==> src/rtl/cpu_pkg.sv <==
// Shared encodings for the multi-cycle control unit: opcodes, FSM states,
// ALU operation codes and the branch-condition helper.
package cpu_pkg;

  localparam int INSTR_W = 20;

  typedef enum logic [3:0] {
    OP_ADD  = 4'h0,
    OP_ADDI = 4'h1,
    OP_AND  = 4'h2,
    OP_ANDI = 4'h3,
    OP_NAND = 4'h4,
    OP_NOR  = 4'h5,
    OP_LD   = 4'h6,
    OP_ST   = 4'h7,
    OP_JUMP = 4'h8,
    OP_BEQ  = 4'h9,
    OP_BLT  = 4'hA,
    OP_BGT  = 4'hB,
    OP_BLE  = 4'hC,
    OP_BGE  = 4'hD,
    OP_NOP  = 4'hE,
    OP_HALT = 4'hF
  } opcode_e;

  typedef enum logic [2:0] {
    S_FETCH     = 3'd0,
    S_DECODE    = 3'd1,
    S_EXECUTE   = 3'd2,
    S_MEM       = 3'd3,
    S_WRITEBACK = 3'd4,
    S_HALT      = 3'd5
  } state_e;

  typedef enum logic [2:0] {
    ALU_ADD  = 3'b000,
    ALU_AND  = 3'b001,
    ALU_NAND = 3'b010,
    ALU_NOR  = 3'b011,
    ALU_SUB  = 3'b100
  } alu_op_e;

  // Branch outcome from the flags of the subtract performed in EXECUTE.
  function automatic logic branch_taken(opcode_e op, logic zero, logic neg);
    logic t;
    t = 1'b0;
    case (op)
      OP_BEQ:  t = zero;
      OP_BLT:  t = neg;
      OP_BGT:  t = !zero && !neg;
      OP_BLE:  t = zero || neg;
      OP_BGE:  t = !neg;
      default: t = 1'b0;
    endcase
    return t;
  endfunction

endpackage

==> src/rtl/instr_decoder.sv <==
// Pure combinational opcode decode: register-file input-stage flags and ALU op.
module instr_decoder
  import cpu_pkg::*;
(
  input  logic [3:0] opcode_i,
  output logic       is_arith_o,
  output logic       is_imm_o,
  output logic       is_store_o,
  output logic       is_branch_o,
  output logic [2:0] alu_op_o
);

  opcode_e op;
  assign op = opcode_e'(opcode_i);

  always_comb begin
    is_arith_o  = 1'b0;
    is_imm_o    = 1'b0;
    is_store_o  = 1'b0;
    is_branch_o = 1'b0;
    alu_op_o    = ALU_ADD;
    case (op)
      OP_ADD:  begin is_arith_o = 1'b1;                  alu_op_o = ALU_ADD;  end
      OP_ADDI: begin is_arith_o = 1'b1; is_imm_o = 1'b1; alu_op_o = ALU_ADD;  end
      OP_AND:  begin is_arith_o = 1'b1;                  alu_op_o = ALU_AND;  end
      OP_ANDI: begin is_arith_o = 1'b1; is_imm_o = 1'b1; alu_op_o = ALU_AND;  end
      OP_NAND: begin is_arith_o = 1'b1;                  alu_op_o = ALU_NAND; end
      OP_NOR:  begin is_arith_o = 1'b1;                  alu_op_o = ALU_NOR;  end
      OP_LD:   alu_op_o = ALU_ADD;
      OP_ST:   begin is_store_o = 1'b1; alu_op_o = ALU_ADD; end
      OP_BEQ, OP_BLT, OP_BGT, OP_BLE, OP_BGE: begin
        is_branch_o = 1'b1;
        alu_op_o    = ALU_SUB;
      end
      default: alu_op_o = ALU_ADD;
    endcase
  end

endmodule

==> src/rtl/control_unit.sv <==
// Multi-cycle control unit: FETCH/DECODE/EXECUTE/MEM/WRITEBACK/HALT sequencer
// owning the program counter and instruction register, with registered strobes.
module control_unit
  import cpu_pkg::*;
#(
  parameter int PC_W = 10
) (
  input  logic               clk,
  input  logic               rst,
  input  logic [INSTR_W-1:0] instr,
  input  logic               alu_zero,
  input  logic               alu_neg,
  output logic [PC_W-1:0]    pc,
  output logic               isArithmetic,
  output logic               isStore,
  output logic               isBrach,
  output logic               isImmediate,
  output logic [3:0]         reg1_in,
  output logic [3:0]         reg2_in,
  output logic [3:0]         reg3,
  output logic [7:0]         imm,
  output logic [2:0]         alu_op,
  output logic               reg_write,
  output logic               mem_write,
  output logic               mem_read,
  output logic               halted
);

  state_e               state_q;
  logic [PC_W-1:0]      pc_q;
  logic [INSTR_W-1:0]   ir_q;
  logic                 reg_write_q, mem_write_q, mem_read_q, halted_q;

  opcode_e              op;
  logic [PC_W-1:0]      br_off;
  logic [PC_W-1:0]      br_target;

  assign op        = opcode_e'(ir_q[19:16]);
  // pc has already advanced past the branch, so the offset is relative to pc+1.
  assign br_off    = PC_W'($signed(ir_q[7:0]));
  assign br_target = pc_q + br_off;

  instr_decoder u_dec (
    .opcode_i    (ir_q[19:16]),
    .is_arith_o  (isArithmetic),
    .is_imm_o    (isImmediate),
    .is_store_o  (isStore),
    .is_branch_o (isBrach),
    .alu_op_o    (alu_op)
  );

  always_ff @(posedge clk) begin
    if (rst) begin
      state_q     <= S_FETCH;
      pc_q        <= '0;
      ir_q        <= '0;
      reg_write_q <= 1'b0;
      mem_write_q <= 1'b0;
      mem_read_q  <= 1'b0;
      halted_q    <= 1'b0;
    end else begin
      // Strobes are one-cycle pulses: set only on entry to the state that owns them.
      reg_write_q <= 1'b0;
      mem_write_q <= 1'b0;
      mem_read_q  <= 1'b0;
      case (state_q)
        S_FETCH: begin
          ir_q    <= instr;
          pc_q    <= pc_q + PC_W'(1);
          state_q <= S_DECODE;
        end
        S_DECODE: state_q <= S_EXECUTE;
        S_EXECUTE: begin
          case (op)
            OP_ADD, OP_ADDI, OP_AND, OP_ANDI, OP_NAND, OP_NOR: begin
              state_q     <= S_WRITEBACK;
              reg_write_q <= 1'b1;
            end
            OP_LD: begin
              state_q    <= S_MEM;
              mem_read_q <= 1'b1;
            end
            OP_ST: begin
              state_q     <= S_MEM;
              mem_write_q <= 1'b1;
            end
            OP_JUMP: begin
              pc_q    <= ir_q[PC_W-1:0];
              state_q <= S_FETCH;
            end
            OP_BEQ, OP_BLT, OP_BGT, OP_BLE, OP_BGE: begin
              if (branch_taken(op, alu_zero, alu_neg)) pc_q <= br_target;
              state_q <= S_FETCH;
            end
            OP_HALT: begin
              state_q  <= S_HALT;
              halted_q <= 1'b1;
            end
            default: state_q <= S_FETCH;
          endcase
        end
        S_MEM: begin
          if (op == OP_LD) begin
            state_q     <= S_WRITEBACK;
            reg_write_q <= 1'b1;
          end else begin
            state_q <= S_FETCH;
          end
        end
        S_WRITEBACK: state_q <= S_FETCH;
        S_HALT:      state_q <= S_HALT;
        default:     state_q <= S_FETCH;
      endcase
    end
  end

  assign pc        = pc_q;
  assign reg1_in   = ir_q[15:12];
  assign reg2_in   = ir_q[11:8];
  assign reg3      = ir_q[7:4];
  assign imm       = ir_q[7:0];
  assign reg_write = reg_write_q;
  assign mem_write = mem_write_q;
  assign mem_read  = mem_read_q;
  assign halted    = halted_q;

endmodule

==> config.mk <==
export PLATFORM = sky130hd
export DESIGN_NAME = control_unit
export DESIGN_NICKNAME = d
export VERILOG_FILES = /design/src/rtl/cpu_pkg.sv /design/src/rtl/instr_decoder.sv /design/src/rtl/control_unit.sv
export SDC_FILE = /design/constraint.sdc
export NUM_CORES = 1
export LEC_CHECK = 0
export BUFFER_PORTS_ARGS = -buffer_cell sky130_fd_sc_hd__buf_2
export CORE_ASPECT_RATIO = 2
export CORE_UTILIZATION = 40
export DETAILED_ROUTE_END_ITERATION = 8
export HOLD_SLACK_MARGIN = 0.05
export MAX_ROUTING_LAYER = met4
export PLACE_DENSITY = 0.61
export SLEW_MARGIN = 20
export SYNTH_ARGS = -nofsm -noshare
export SYNTH_HDL_FRONTEND = slang
export SYNTH_SLANG_ARGS = --single-unit
==> constraint.sdc <==
create_clock -name clk -period 4.7 [get_ports clk]
set_clock_uncertainty 0.15 [all_clocks]
set_input_delay 0.705 -clock clk [delete_from_list [all_inputs] [get_ports clk]]
set_output_delay 0.705 -clock clk [all_outputs]
set_load 0.02 [all_outputs]
==> results of run 1 <==
[kinds of logic after synthesis]
kind of cell,after synthesis
compound gates,89
xor+xnor,7
fa+ha+maj,11
buf+inv,40
flops,37
mux,7
simple gates,117
[per-stage QoR]
| stage | hold slack [ps] | area, µm² | instances | setup slack (ps) | total power [mW] |
|---|---|---|---|---|---|
| after floorplan | 287 | 2370 | 308 | 2240 | 0.635 |
| after global placement | 290 | 2540 | 397 | 2210 | 0.691 |
| after detailed placement | 295 | 2540 | 397 | 2150 | 0.695 |
| after CTS | 304 | 2690 | 405 | 2140 | 1.02 |
| after global routing | 320 | 2690 | 405 | 1980 | 1.07 |
| final | 300 | 2690 | 405 | 2140 | 1.01 |
[power by group]
part           leakage, nW  internal, mW  switching (mW)
clock               0.0696         0.194           0.128
combinational        0.847         0.106           0.184
sequential           0.304         0.345          0.0505
total                 1.22         0.645           0.363
[state kept, by name, indices dropped and copies added (netlist names)]
register	cells
reg_write	1
mem_read	1
halted	1
ir_q	20
pc	10
state_q	3
mem_write	1
[cell usage in the layout (no fill, tap or decap), types with 3 or more instances in the layout]
master,instances
inv_1,3
o21ai_1,7
a21o_1,4
a21oi_1,35
xnor2_1,5
clkbuf_16,5
nor2_1,22
o21ai_0,13
nand3_1,9
o22ai_1,4
a211oi_1,6
nand2_1,53
nor2b_1,3
nand3b_1,4
buf_2,64
ha_1,10
nor3_1,7
mux2i_1,6
dfxtp_1,37
and2_1,3
nand2b_1,3
[worst max-delay path, delay by kind of cell, from the launching register on]
kind / cells / cell delay [ps]
AO/OA/AOI/OAI: 4 / 930
adder cells (fa/ha/maj): 2 / 690
flip-flops: 1 / 370
multiplexers: 1 / 220
AND/OR/NAND/NOR: 1 / 110
[worst min-delay path by stage]
stage             start       end  slack (ps)  depth (start not counted)
2_1_floorplan  ir_q[10]  ir_q[10]         290                          2
5_1_grt        ir_q[10]  ir_q[10]         320                          2
6_report       ir_q[11]  ir_q[11]         300                          2
3_5_place_dp   ir_q[10]  ir_q[10]         300                          2
4_1_cts        ir_q[10]  ir_q[10]         300                          2
3_3_place_gp   ir_q[11]  ir_q[11]         290                          2
[per-layer routing]
layer	up-vias	wire length [µm]	share of wire	global-route usage
li1	1149	-	-	-
met1	1034	2280	0.38	0.206
met2	49	3370	0.56	0.363
met3	10	170	0.028	0.0303
met4	0	211	0.035	0.102
met5	-	0	0	-
[final cells by class]
class                           count  area (µm²)  share of cell area
Multi-Input combinational cell    231        1390               0.517
Sequential cell                    37         741               0.276
Timing Repair Buffer               64         320               0.119
Clock buffer                        5         125              0.0466
Tap cell                           61        76.3              0.0284
Clock inverter                      3        17.5             0.00652
Inverter                            4        17.5             0.00652
==> impl_results.md, run 1 <==
- DR iter-0 viols: 68
- Worst-skew pair later-pin latency: 280 ps
- Synth Flop Type: dfxtp_1
- Setup TNS: 0 ps
- CP endpoint: pc[8]
- Unique masters post-synth: 51
- Fraction of layout cells with a size suffix above 1: 0.238
- Peak supply drop: 0.000289 V
- Post-synthesis mux area share: 0.0317
- Total number of vias: 2242
- Die height: 111 µm
- Number of synthesized flops with an enable pin: 0
- Vias in the first global route: 2021
- #FFs+latches synth: 37
- Hold Crit Class: reg -> reg
- CTS root buf: clkbuf_16
- Crit path top cell by count: a211oi_1
- Synth top area cells: dfxtp_1 (31%), nand2_1 (8.4%), a21oi_1 (7.4%)
- CTS H-tree lvls: 2
- Post-CTS Resized: 0
- Net count of the mapped netlist: 343
- Slew @ Worst Pin: 915 ps
- Area of the die: 0.00625 mm²
- Crit path DAT: 2600 ps
- CP startpoint kind: flop
- # diodes: 0
- Final core occ: 0.470
- Slew Limit Fails: 0
- Total grt overflow: 0
- Post-synthesis async set-or-reset flop share: 0
- Post-synth top cells: nand2_1 (53), dfxtp_1 (37), a21oi_1 (35), nor2_1 (22), buf_4 (21)
- Worst-path fanout max: 7
- Max Cap Viol: 0
- Compound-gate portion of the synthesized area: 0.241
- Mapped cell area: 0.00237 mm²
- Routed wire length: 6030 µm
- Period Utilization, post-route: 0.545
- Reg2reg setup slack: 2140 ps
- Worst relative slew slack: 0.390
- Initial Util: 0.414
- Simple-Gate Fraction of Synth Area: 0.227
- Cell Pwr Density: 376 mW/mm²
- Critical Path Source: pc[0]
- Die Span X: 56.4 µm
- Fillers: 601
- Fin nets: 378
- Vias/cell: 5.54
- Post-synthesis adder-cell area fraction: 0.0613
- Leading area contributor after synthesis: dfxtp_1
- P&R area growth vs syn: 13.5%
- Routability Congestion: 0.852
- Crit path kind: reg -> reg
- Worst-path cell chain: ha_1, fa_1, a211oi_1, nor2_1, o311ai_1, mux2i_1, a22oi_1, a211oi_1
- R2R Path End: pc[8]
- Status: completed
- Mapped Cells: 308
- Initial antenna violation count: 0
- Seq/Total Area, Yosys: 0.313
- DRT antenna net count: 0
- Gr usage total: 0.202
- Core Area: 0.00571 mm²
- CTS sink cnt: 37
- Worst setup EP type: flop
- Synth Area in XOR/XNOR: 0.0259
- Clk buf depth: 2
- Setup repair bufs after CTS: 0
- # IOs: 65
- Drt first pass iters: 4
- Worst r2r path cells: 8
- Tmin final: 2560 ps
- RSZ-0062 raised after global routing: false
- # DRC: 0
- Fmax: 0.390 GHz
- Leak: 1.22 nW
- CTS tree: yes
- Final hold violation count: 0
- Critical R2R Launch: pc[0]
- CP required: 4740 ps
- Worst-path clk slew: 60 ps
- Warnings from Yosys: 0
- Worst path max stage delay: 430 ps
- Most frequent cell after synthesis: nand2_1
- CTS Hold Buffers Added: 0
- Yosys top cell area share: 0.313
- FP Rows: 39
- Main combinational cell family by area after synthesis: compound AO/OA/AOI/OAI gates
- Total CTS buffers: 5
- DP HPWL: 4540 µm
- First-pass GRT wire length: 9680 µm
- CP max stage cell: fa_1
- # port buffers: 64
- DR WL/cell: 14.9 µm
- Syn_area_per_cell: 7.68 µm²
- Final setup vio count: 0
- Pin count of the biggest net entering global routing: 39
(Power assumes the default switching activity.)
==> run 2: changes to the inputs <==
clock period = 2.37 ns   (was 4.7 ns; I/O delays follow)
==> run 2 against run 1 <==
  * Critical path depth stayed put
  * Global-route usage is 1.7 points higher
  * Register-to-register slack worse by 2000 ps
  * Non-clock buffer count is 23 higher
  * Routed wire length is 7.9% higher
  * Worst setup slack worse by 2000 ps
  * Flip-flop and latch count stayed put
  * Final cell count is 5.7% higher
  * Power is 120% higher
  * Sequential power is 91% higher
  * First-iteration DRC count is 50% higher
  * Cell area is 8.2% higher
  * Critical endpoint unchanged
  * Largest power group is now clock
==> impl_results.md, run 2 (synthesis results as in run 1) <==
- Worst r2r path cells: 8
- Met2 usage: 0.398
- CP startpoint kind: flop
- Worst path top cell family by delay: compound AO/OA/AOI/OAI gates
- Crit path DAT: 2270 ps
- CTS H-tree lvls: 2
- CP max stage cell: fa_2
- Worst path max stage delay: 350 ps
- Max reg flops: 20
- Worst-path clk slew: 60 ps
- CTS tree: yes
- Gr usage total: 0.220
- Initial antenna violation count: 0
- # DRC: 0
- Commonest non-fill, non-tap cell in the layout: buf_2
- Most frequent cells in the layout: buf_2 (64), nand2_1 (53), dfxtp_1 (36)
- Crit path kind: reg -> reg
- Met3 usage: 0.0362
- Routed wire length: 6510 µm
- Tmin final: 2230 ps
- Area of the die: 0.00625 mm²
- P&R area growth vs syn: 22.8%
- DR iter-0 viols: 102
- CTS sink cnt: 37
- Fillers: 598
- Cell Pwr Density: 767 mW/mm²
- DRT antenna net count: 0
- # diodes: 0
- Die Span X: 56.4 µm
- Slew Limit Fails: 0
- Total number of vias: 2333
- Core Area: 0.00571 mm²
- First-pass GRT wire length: 10300 µm
- Final setup vio count: 0
- # IOs: 65
- Status: completed
- Reg area: 742 µm²
- WP depth: 8
- Initial Util: 0.414
- Clk buf depth: 2
- Hold Crit Class: in -> reg
- Setup repair bufs after CTS: 0
- Crit path buffers/inverters: 0
- Worst-path cell chain: ha_2, fa_2, a211oi_2, nor2_1, o311ai_2, mux2i_1, a22oi_1, a211oi_1
- Routability Congestion: 0.890
- RSZ-0062 raised after global routing: false
- Fmax: 0.448 GHz
- Die height: 111 µm
- Met1 usage: 0.213
- Worst relative slew slack: 0.636
- Fin nets: 401
- CTS Hold Buffers Added: 0
- Final core occ: 0.509
- Drt first pass iters: 5
- Grt peak-use layer: met2
- Total grt overflow: 0
- Slew @ Worst Pin: 546 ps
- Multi-input gate area: 0.00141 mm²
- Top reg by flops: ir_q
- Vias/cell: 5.45
- FP Rows: 39
- Fraction of layout cells with a size suffix above 1: 0.297
- CP required: 2410 ps
- Leak: 1.34 nW
- Pin count of the biggest net entering global routing: 27
- Vias in the first global route: 2161
- Total CTS buffers: 5
- Hold depth: 3
- CTS root buf: clkbuf_16
- Final hold violation count: 0
- Setup TNS: 0 ps
- Worst setup EP type: flop
- Worst-skew pair later-pin latency: 280 ps
- # port buffers: 64
- Max Cap Viol: 0
- DR WL/cell: 15.2 µm
- Worst-path fanout max: 3
- Peak supply drop: 0.000609 V
- Period Utilization, post-route: 0.942
- DP HPWL: 4920 µm
run 2: through the flow:
stage	hold slack, ps	instances	setup slack [ps]	area [µm²]	total power, mW
after floorplan	287	308	14.5	2370	1.26
after global placement	288	420	42.0	2720	1.45
after detailed placement	297	420	29.3	2720	1.45
after CTS	156	428	0.951	2890	2.25
after global routing	159	428	28.0	2910	2.35
final	156	428	138	2910	2.23
run 2: power breakdown:
group,switching [mW],total (mW),leakage [nW],internal [mW]
combinational,0.422,0.691,0.957,0.269
clock,0.258,0.784,0.0841,0.526
sequential,0.0693,0.755,0.304,0.686
run 2: layer usage:
metal / vias to the layer above / part of all wire
met5: - / 0
met4: 0 / 0.037
met3: 18 / 0.037
met2: 64 / 0.56
met1: 1066 / 0.37
li1: 1185 / -
run 2: timing repair:
| item | in CTS | in global routing |
|---|---|---|
| hold endpoints to repair | 0 | 0 |
| resized for setup | 0 | 3 |
| endpoints found under the setup margin | 0 | 2 |
run 2: final cells by class:
class | instances | area share
clock buffers | 7 | 0.0491
repair buffers | 87 | 0.170
clock inverters | 1 | 0.0103
inverters | 4 | 0.00603
flip-flops and latches | 37 | 0.255
well taps | 61 | 0.0263
multi-input cells | 231 | 0.483
run 2: worst paths after layout:
kind                                 from  slack [ps]  endpoint
worst max-delay path                pc[0]         140     pc[8]
worst min-delay path            instr[19]         160  ir_q[19]
worst max register to register      pc[0]         140     pc[8]
worst min register to register   ir_q[10]         300  ir_q[10]
run 2: worst min-delay path, cell delays in order:
cell and delay, ps:
buf_2 90, nand2_1 40, a21oi_1 50
==> run 3: changes to the inputs <==
CELL_PAD_IN_SITES_DETAIL_PLACEMENT = 1   (was not set)
CELL_PAD_IN_SITES_GLOBAL_PLACEMENT = 2   (was not set)
CORE_UTILIZATION = 29   (was 40)
PLACE_DENSITY = 0.76   (was 0.61)
==> run 3 against run 2 <==
  * First-iteration DRC count shrank 39%
  * Count of clock-buffer cells in the layout shrank 1
  * Global-route usage shrank 2.9 points
  * Non-clock buffer count grew 2
  * Fmax shrank 0.32%
  * Sequential power is essentially flat
  * Power grew 1.5%
  * Utilization shrank 13 points
  * Via count grew 3.4%
  * Final cell count grew 8.6%
  * Largest cell class unchanged
==> impl_results.md, run 3 (synthesis results as in run 1) <==
- Status: completed
- CTS tree: yes
- Cell area after layout: 0.00298 mm²
- Worst-path cell chain: ha_2, fa_2, a211oi_4, nor2_2, o311ai_2, mux2i_1, a22oi_1, a211oi_1
- # DRC: 0
- FP Rows: 46
- Vias in the first global route: 2490
- Crit path DAT: 2290 ps
- Pin count of the biggest net entering global routing: 24
- Tmin final: 2240 ps
- Worst-skew pair later-pin latency: 280 ps
- CP max stage cell: fa_2
- CP required: 2420 ps
- Worst path max stage delay: 380 ps
- Peak supply drop: 0.000395 V
- Routed wire length: 7370 µm
- Area of the die: 0.00855 mm²
- Initial Util: 0.298
- Initial antenna violation count: 0
- Hold Crit Class: in -> reg
- DP HPWL: 5640 µm
- Vias/cell: 5.19
- Fin nets: 403
- Worst relative slew slack: 0.673
- Top reg by flops: ir_q
- Worst setup EP type: flop
- P&R area growth vs syn: 26.1%
- RSZ-0062 raised after global routing: false
- CTS H-tree lvls: 2
- Gr usage total: 0.191
- Total number of vias: 2413
- Die Span X: 65.9 µm
- Routability Congestion: 0.783
- Slew @ Worst Pin: 490 ps
- Final core occ: 0.376
- Die height: 130 µm
- DRT antenna net count: 0
- Setup repair bufs after CTS: 0
- Fmax: 0.447 GHz
- Core Area: 0.00794 mm²
- Leak: 1.36 nW
- Period Utilization, post-route: 0.945
- Fraction of layout cells with a size suffix above 1: 0.309
- First-pass GRT wire length: 11900 µm
- Worst-path clk slew: 60 ps
- Final hold violation count: 0
- CTS root buf: clkbuf_16
- Cell Pwr Density: 758 mW/mm²
- Final setup vio count: 0
- DR WL/cell: 15.8 µm
- Total CTS buffers: 5
- Clk buf depth: 2
- CTS sink cnt: 37
- Slew Limit Fails: 0
- Commonest non-fill, non-tap cell in the layout: buf_2
- Most frequent cells in the layout: buf_2 (64), nand2_1 (53), dfxtp_1 (36)
- # port buffers: 64
- Drt first pass iters: 4
- DR iter-0 viols: 62
- Max reg flops: 20
- # IOs: 65
- # diodes: 0
- Total grt overflow: 0
- Crit path kind: reg -> reg
- Pwr Total: 2.26 mW
- CP startpoint kind: flop
- Post-DP Area: 0.00278 mm²
- Worst-path fanout max: 3
- Max Cap Viol: 0
[run 3: final timing paths]
| kind | from | end | cells after the start | slack [ps] |
|---|---|---|---|---|
| min | instr[18] | ir_q[18] | 3 | 160 |
| min reg2reg | ir_q[12] | ir_q[12] | 2 | 310 |
| max | pc[0] | pc[8] | 8 | 130 |
| max reg2reg | pc[0] | pc[8] | 8 | 130 |
[run 3: final cells by class]
cell class / count / area [µm²]
Clock buffer: 6 / 139
Clock inverter: 2 / 37.5
Fill cell: 1014 / 4960
Inverter: 4 / 17.5
Multi-Input combinational cell: 231 / 1420
Sequential cell: 37 / 742
Tap cell: 96 / 120
Timing Repair Buffer: 89 / 508
[run 3: through the flow]
step / TNS (ps) / setup WS, ps / instances / hold WS, ps
6_report: 0 / 130 / 465 / 156
5_1_grt: 0 / 36.7 / 465 / 171
4_1_cts: 0 / 29.5 / 465 / 152
3_5_place_dp: -102 / -102 / 457 / 305
3_3_place_gp: 0 / 19.8 / 457 / 288
2_1_floorplan: 0 / 14.5 / 308 / 287
[run 3: power by group]
group | internal, mW | leakage, nW | switching, mW
Combinational | 0.274 | 0.971 | 0.436
Clock | 0.525 | 0.0831 | 0.275
Sequential | 0.685 | 0.304 | 0.0665
[run 3: layer usage]
metal,vias to the layer above,wire length [µm],global-route usage
met5,-,0,-
met4,0,182,0.0831
met3,14,183,0.0245
met2,44,4210,0.354
met1,1165,2790,0.191
li1,1190,-,-
[run 3: worst max-delay path, delay by kind of cell (launching register included)]
family	cells	cell delay [ps]
adder cells (fa/ha/maj)	2	580
AND/OR/NAND/NOR	1	80
AO/OA/AOI/OAI	4	800
multiplexers	1	210
flip-flops	1	320
[run 3: repair_timing]
item / CTS / global route
hold buffers: 0 / 0
resized for setup: 3 / 3
setup endpoints to repair: 1 / 2
cloned: 0 / 0
pin swaps: 0 / 3
